`src/rtl/display_scanner.sv`:
```
// display_scanner: time-multiplexed scan controller for a common-anode seven-segment bank.
// Ports: clk, reset (async, active-high); value_in/load capture a pending frame value;
// digit_en and blank_lz select which digits stay dark; display_out, an and digit_idx drive
// the shared decoder and the active-low anodes; frame_tick pulses on every frame wrap and
// update_ack pulses when the pending value is committed to the displayed register.
module display_scanner #(
   parameter int NUM_DIGITS   = 8,
   parameter int REFRESH_DIV  = 100000,
   parameter int BLANK_CYCLES = 1000
) (
   input  logic                          clk,
   input  logic                          reset,
   input  logic [4*NUM_DIGITS-1:0]       value_in,
   input  logic                          load,
   input  logic [NUM_DIGITS-1:0]         digit_en,
   input  logic                          blank_lz,
   output logic [3:0]                    display_out,
   output logic [NUM_DIGITS-1:0]         an,
   output logic [$clog2(NUM_DIGITS)-1:0] digit_idx,
   output logic                          frame_tick,
   output logic                          update_ack
);

   localparam int CW = $clog2(REFRESH_DIV);
   localparam int DW = $clog2(NUM_DIGITS);

   typedef enum logic {BLANK, ON} state_t;

   state_t                  state_q, state_d;
   logic [CW-1:0]           cnt_q, cnt_d;
   logic [DW-1:0]           idx_q, idx_d;
   logic [4*NUM_DIGITS-1:0] active_q, active_d, pending_q, pending_d;
   logic                    pvalid_q, pvalid_d;
   logic [NUM_DIGITS-1:0]   an_q, an_d;
   logic [3:0]              disp_q, disp_d;
   logic                    tick_q, tick_d, ack_q, ack_d;
   logic                    slot_end, wrap, take, dark;
   logic [3:0]              nib [NUM_DIGITS];
   logic [NUM_DIGITS-1:0]   zf;

   always_comb begin
      slot_end  = cnt_q == CW'(REFRESH_DIV - 1);
      wrap      = slot_end && idx_q == DW'(NUM_DIGITS - 1);
      // a load in the cycle just before the wrap is already pending when the wrap commits
      take      = load || pvalid_q;
      cnt_d     = slot_end ? '0 : cnt_q + 1'b1;
      idx_d     = !slot_end ? idx_q : wrap ? '0 : idx_q + 1'b1;
      state_d   = slot_end ? BLANK : cnt_q == CW'(BLANK_CYCLES - 1) ? ON : state_q;
      pending_d = load ? value_in : pending_q;
      pvalid_d  = take && !wrap;
      active_d  = wrap && take ? pending_d : active_q;
      tick_d    = wrap;
      ack_d     = wrap && take;
      // outputs are decoded from next-state values so they line up with the state they describe
      for (int i = 0; i < NUM_DIGITS; i++) nib[i] = active_d[4*i +: 4];
      // zf[i]: nibbles NUM_DIGITS-1 down to i are all zero
      zf[NUM_DIGITS-1] = nib[NUM_DIGITS-1] == 4'h0;
      for (int i = NUM_DIGITS - 2; i >= 0; i--) zf[i] = zf[i+1] && nib[i] == 4'h0;
      dark   = !digit_en[idx_d] || (blank_lz && idx_d != '0 && zf[idx_d]);
      an_d   = state_d == ON && !dark ? ~(NUM_DIGITS'(1) << idx_d) : '1;
      disp_d = nib[idx_d];
   end

   always_ff @(posedge clk or posedge reset) begin
      if (reset) begin
         state_q   <= BLANK;
         cnt_q     <= '0;
         idx_q     <= '0;
         active_q  <= '0;
         pending_q <= '0;
         pvalid_q  <= 1'b0;
         an_q      <= '1;
         disp_q    <= '0;
         tick_q    <= 1'b0;
         ack_q     <= 1'b0;
      end else begin
         state_q   <= state_d;
         cnt_q     <= cnt_d;
         idx_q     <= idx_d;
         active_q  <= active_d;
         pending_q <= pending_d;
         pvalid_q  <= pvalid_d;
         an_q      <= an_d;
         disp_q    <= disp_d;
         tick_q    <= tick_d;
         ack_q     <= ack_d;
      end
   end

   assign display_out = disp_q;
   assign an          = an_q;
   assign digit_idx   = idx_q;
   assign frame_tick  = tick_q;
   assign update_ack  = ack_q;

endmodule

```
`config.mk`:
```
export PLATFORM = sky130hd
export DESIGN_NAME = display_scanner
export DESIGN_NICKNAME = d
export VERILOG_FILES = /design/src/rtl/display_scanner.sv
export SDC_FILE = /design/constraint.sdc
export NUM_CORES = 1
export LEC_CHECK = 0
export CORE_MARGIN = 10
export CORE_UTILIZATION = 52
export CTS_CLUSTER_DIAMETER = 200
export DETAILED_ROUTE_END_ITERATION = 6
export GPL_TIMING_DRIVEN = 0
export PLACE_DENSITY_LB_ADDON = 0.08
export SKIP_LAST_GASP = 1
export SYNTH_ARGS = -nofsm -noshare
export SYNTH_HDL_FRONTEND = slang
export SYNTH_SLANG_ARGS = --single-unit
```
`constraint.sdc`:
```
create_clock -name clk -period 3.7 [get_ports clk]
set_input_delay 0.37 -clock clk [delete_from_list [all_inputs] [get_ports clk]]
set_output_delay 0.37 -clock clk [all_outputs]
set_load 0.1 [all_outputs]
```
==> Word level (Yosys, flattened, before mapping) <==
Cells that the tools add are included.
{ "totals": {"regBits": 100, "inputBits": 44, "out_inout_bits": 17} }
{ "op_classes": {"add_sub_neg": 2, "magnitude_cmp": 2, "eq_ne": 3, "n_shift": 1, "mux": 15, "n_bitwise": 2, "n_reduce_logical": 27} }
{ "ops": {"columns": ["operator", "count"], "rows": [
  ["32-bit two-way mux", 2],
  ["4-bit logical NOT", 8],
  ["17-bit by 1-bit adder with 17-bit output (second input constant)", 1],
  ["17-bit by 10-bit equality test with 1-bit output (second input constant)", 1],
  ["17-bit equality test (second input constant)", 1],
  ["17-bit two-way mux", 1],
  ["1-bit logical AND", 13],
  ["4-bit binary-select mux with 3-bit select", 1],
  ["4-bit two-way mux", 2],
  ["8-bit two-way mux", 1],
  ["8-bit NOT", 1],
  ["1-bit by 3-bit << shifter with 8-bit output (first input constant)", 1],
  ["1-bit binary-select mux with 3-bit select", 2],
  ["3-bit two-way mux", 2],
  ["4-bit greater-or-equal comparator (second input constant)", 1],
  ["3-bit by 4-bit < comparator with 1-bit output (second input constant)", 1],
  ["1-bit two-way mux", 4],
  ["3-bit NOT with 4-bit output", 1],
  ["3-bit by 1-bit adder with 3-bit output (second input constant)", 1],
  ["3-bit equality test (second input constant)", 1],
  ["1-bit logical NOT", 3],
  ["3-bit nonzero test", 1],
  ["1-bit logical OR", 2]
]} }

==> Depth between registers and ports, before layout <==
{ "logic_depth": {"ltp_word": 19, "depth_mapped": 11} }

==> Least setup slack after synthesis <==
Ideal clock, no wire load.
{ "synth_timing": {"path_type": "register to register", "start": "register cnt_q[12]", "end": "register disp_q[1] (netlist: display_out[1])", "setup_time_ns": 0.153, "arrival_ns": 2.745, "required_time_ns": 3.547, "path_slack_ns": 0.802, "path_stages_with_launch": 10, "path_buffers": 2, "synth_period_minus_slack_ns": 2.898, "path_cell_list": "dfrtp_1 or4_4 nor4_1 buf_4 mux2_4 and2_1 buf_2 a22o_1 a2111oi_2 a31oi_1"} }
{ "synth_via": {"elab_chain_len": 8} }
{ "synth_rtl": {"columns": ["item", "line", "text"], "rows": [
  ["start, declared", "30", "logic [CW-1:0] cnt_q, cnt_d;"],
  ["start signal, assigned", "78", "cnt_q <= cnt_d;"],
  ["17-bit equality test (*)", "42", "slot_end = cnt_q == CW'(REFRESH_DIV - 1);"],
  ["1-bit logical AND", "43", "wrap = slot_end && idx_q == DW'(NUM_DIGITS - 1);"],
  ["3-bit two-way mux", "47", "idx_d = !slot_end ? idx_q : wrap ? '0 : idx_q + 1'b1;"],
  ["3-bit two-way mux (*)", "47", null],
  ["via idx_d[1]", "31", "logic [DW-1:0] idx_q, idx_d;"],
  ["3-bit NOT with 4-bit output (implied by the code) (*)", "61", "disp_d = nib[idx_d];"],
  ["4-bit binary-select mux with 3-bit select (*)", "61", null],
  ["4-bit two-way mux (implied by the code) (*) (2 in a row)", "61", null],
  ["via disp_d[1]", "35", "logic [3:0] disp_q, disp_d;"],
  ["end signal, assigned", "84", "disp_q <= disp_d;"],
  ["end, declared", "35", null]
]} }
The timed path passes the listed nets; every way through them passes the cells marked *. The select of a mux whose other input is x is not followed.

==> Worst setup path after layout <==
{ "layout_timing": {"start": "register cnt_q[12]", "end": "register an_q[1] (netlist: an[1])"} }
{ "layout_rtl": {"columns": ["item", "line", "text"], "rows": [
  ["17-bit equality test (*)", "42", null],
  ["1-bit logical AND", "43", null],
  ["3-bit two-way mux", "47", null],
  ["3-bit two-way mux (*)", "47", null],
  ["via idx_d[2]", "31", null],
  ["1-bit binary-select mux with 3-bit select or 3-bit nonzero test (tied branches)", "59", "dark = !digit_en[idx_d] || (blank_lz && idx_d != '0 && zf[idx_d]);"],
  ["1-bit two-way mux (implied by the code) or 1-bit logical AND (tied branches)", "59", null],
  ["1-bit logical NOT or 1-bit logical AND (tied branches)", "59", null],
  ["1-bit logical OR", "59", null],
  ["1-bit logical NOT", "60", "an_d = state_d == ON && !dark ? ~(NUM_DIGITS'(1) << idx_d) : '1;"],
  ["1-bit logical AND", "60", null],
  ["8-bit two-way mux (*)", "60", null],
  ["via an_d[1]", "34", "logic [NUM_DIGITS-1:0] an_q, an_d;"],
  ["end signal, assigned", "83", "an_q <= an_d;"],
  ["end, declared", "34", null]
]} }
Marks and branches as above.

==> results.md <==
- Number of filler cells placed in the layout: a little over 700
- Synth area leaders: dfrtp_1 50%, mux2_2 6.4%, nand2_1 4.9%
- Layout Cells excl Fill: 602
- Initial core utilization: about 53%
- Hold Vio Cnt, Final: 0
- Logic pwr share: around 7.5%
- Max Root-Sink Buffers: 2
- Post-Syn Instances: 417
- H-tree depth: 3
- Gr usage total: between 10% and 20%
- Routed wire length: 11000 um
- Vias in the first global route: about 3600
- Seq cells post-synth: 100
- Crit. End Element: flip-flop
- Min setup slack post-route: 0.2793 ns
- Synth async-reset ratio: 100.0%
- Worst min-delay path category: input pin to asynchronous set/reset pin
- Drt drc: 0
- Initial antenna violation count: 0
- Top post-synthesis cells by count: 92 x dfrtp_1, 60 x nand2_1, 26 x mux2_2
- Root buffer cell: clkbuf_8
- Net count after synthesis: 464
- Clock transition at path regs: ~0.1 ns
- CTS buffer count: 9
- Hold Worst Slack: 0.4095 ns
- Post-synth EDFFs: 0
- Post-Syn Area: roughly 4600 sq um
- P_sw: between 400 and 500 uW
- Clock Power Share: 36.8%
- Crit path DAT: 3.68 ns
- Vias per cell: 5.573
- Tmin final: 3.421 ns
- Status: complete, no violations
- Worst slew pin tran: 0.9906 ns
- Post-synthesis sequential area ratio: 54.97%
- First-pass GRT wire length: 18220 um
- Via count: 3355
- YS warnings: 0
- Die area: between 10000 and 15000 sq um
- IO Port Bufs: 60
- Pin count of the biggest net entering global routing: 56
- Critical path type: flip-flop to flip-flop
- Sequential share of power: 55.7%
- Core Area: 8636 sq um
- Int Power: 1585 uW
- Placed Instances: 586
- Synth-to-layout area growth: 21.71%
- Max Clock Freq: 292.3 MHz
- DRT Pass-1 Iters: 6
- Sw frac: 22.34%
- Power per cell area: 366.8 nW/um^2
- Max-slew headroom: between 30 and 40%
- Share of the synthesized area in the top cell type: between 50% and 60%
- Critical Path RT: between 3 and 4 ns
- Setup violators final: 0
- Yosys top cell by area: dfrtp_1
- Drt wl/cell: 18.27 um
- RSZ-0062 raised after global routing: false
- Antenna cell count: 0
- Count leader, synth: dfrtp_1
- Total grt overflow: 0
- Dpl ws: -0.1077 ns
- Avg Inst Size Synth: 10.96 sq um
- I/O pin count: 61
- Ys flop type: dfrtp_1
- DP HPWL: approximately 8300 um
- Max-cap viol count: 0
- Die Ht: 113.8 um
- Crit path max fanout: 7
- Max VDD drop: 0.1690 mV
- Fin Clk Skew: approximately 0.010 ns
- Die X: 113.8 um
- Final Cycle Share: 92.45%
- Share of layout cells above drive strength 1: 16.19%
- Clk_lat worst skew: 0.37 ns
- Max Slew Vio Count: 0
- Synth cell types: 56
- P_leak: 0.002461 uW
- TritonCTS clock tree: built
- Antenna Violating Nets Remaining: 0
- Placer Congestion: 0.8966
- # clock sinks: 100
- Post-CTS setup buffer count: 0
- Nets@finish: ~540
- Detailed Route Iter0 Violations: 265
- CP Launch Type: flip-flop
- FP Rows: 34
power by group through the flow:
stage,combinational (uW),clock [uW],sequential [uW]
floorplan,78.9,0,1160
global placement,148,0,1160
detailed placement,155,0,1160
CTS,155,765,1140
global route,169,823,1140
finish,152,752,1140
registers in the layout, summed over array words and instances, names as in the netlist:
| name | count |
|---|---|
| active_q | 32 |
| an | 8 |
| cnt_q | 17 |
| digit_idx | 3 |
| display_out | 4 |
| frame_tick | 1 |
| pending_q | 32 |
| pvalid_q | 1 |
| state_q | 1 |
| update_ack | 1 |
cells in the final DEF (no fill, tap or decap), types with 3 or more instances in the layout:
cell	netlist	routed
buf_4	3	3
a31oi_1	5	5
nor3_1	7	7
clkbuf_1	4	5
or4_1	5	5
a22o_1	3	3
xor2_1	8	8
ha_1	3	3
dfrtp_1	92	92
nand3_1	9	9
inv_1	21	20
o21ai_0	23	23
xnor2_1	5	5
a21oi_1	13	13
mux2i_1	21	20
nand4_1	5	5
clkbuf_8	0	9
and2_1	5	5
a222oi_1	4	4
a211oi_1	4	4
nor4_1	9	8
o21ai_1	8	8
dfstp_2	8	8
buf_2	5	5
mux2_2	26	26
nor2b_1	3	3
a2111oi_2	3	3
clkdlybuf4s50_1	0	60
nand2_1	60	60
nor2_1	21	21
area by class of cell:
cell class	instances	area, sq um	area share [%]
flip-flops and latches	100	2512	45.16
multi-input cells	279	1893	34.03
repair buffers	61	628.1	11.29
well taps	108	135.1	2.429
clock buffers	10	127.6	2.294
plain buffers	16	92.59	1.664
clock inverters	6	88.84	1.597
inverters	22	85.08	1.529
critical path, stage by stage (launching register included):
cell      delay [ns]
dfrtp_1         0.44
or4_4           0.57
nor4_2          0.60
mux2i_2         0.62
inv_1           0.29
a211oi_1        0.26
nor2_1          0.06
a31oi_1         0.37
nand2_1         0.11
what timing repair did:
action / in CTS / in global routing
gates resized for setup: 1 / 1
endpoints found under the setup margin: 3 / 3
hold buffers: 0 / 0
layer usage:
layer	up-vias	routed length (um)	global-route usage, %
li1	1621	-	-
met1	1626	4893	22.89
met5	-	0	0
met3	10	748	4.724
met4	0	113	4.822
met2	98	5243	27.91
logic make-up (layout without fill, tap and decap cells):
kind of cell | count (synthesis) | in the layout | synth area share (%)
buf+inv | 38 | 115 | 3.832
compound gates | 75 | 75 | 10.92
flops | 100 | 100 | 54.97
fa+ha+maj | 3 | 3 | 0.8213
mux | 49 | 49 | 11.83
simple gates | 139 | 139 | 15.14
xor+xnor | 13 | 13 | 2.491
metrics by stage:
| stage | cell area, sq um | setup TNS, ns | power, uW | util (%) |
|---|---|---|---|---|
| 2_1_floorplan | 4571 | 0 | 1234 | - |
| 6_report | 5563 | 0 | 2040 | 64.42 |
| 5_1_grt | 5563 | 0 | 2134 | 64.42 |
| 4_1_cts | 5557 | 0 | 2057 | 64.34 |
| 3_3_place_gp | 5306 | -67.39 | 1304 | 61.45 |
| 3_5_place_dp | 5336 | -0.2372 | 1313 | 61.79 |
worst paths after layout:
kind / end / slack [ns] / cells past startpoint / from
setup / recovery: an[1]$_DFF_PP1_ / 0.28 / 8 / cnt_q[12]$_DFF_PP0_
hold / removal: update_ack$_DFF_PP0_ / 0.41 / 2 / reset
setup reg to reg: an[1]$_DFF_PP1_ / 0.28 / 8 / cnt_q[12]$_DFF_PP0_
hold reg to reg: active_q[0]$_DFF_PP0_ / 0.48 / 2 / active_q[0]$_DFF_PP0_
max in group asynchronous: an[0]$_DFF_PP1_ / 2.57 / 3 / reset
min in group clk: active_q[0]$_DFF_PP0_ / 0.48 / 2 / active_q[0]$_DFF_PP0_
(Power assumes the default switching activity.)
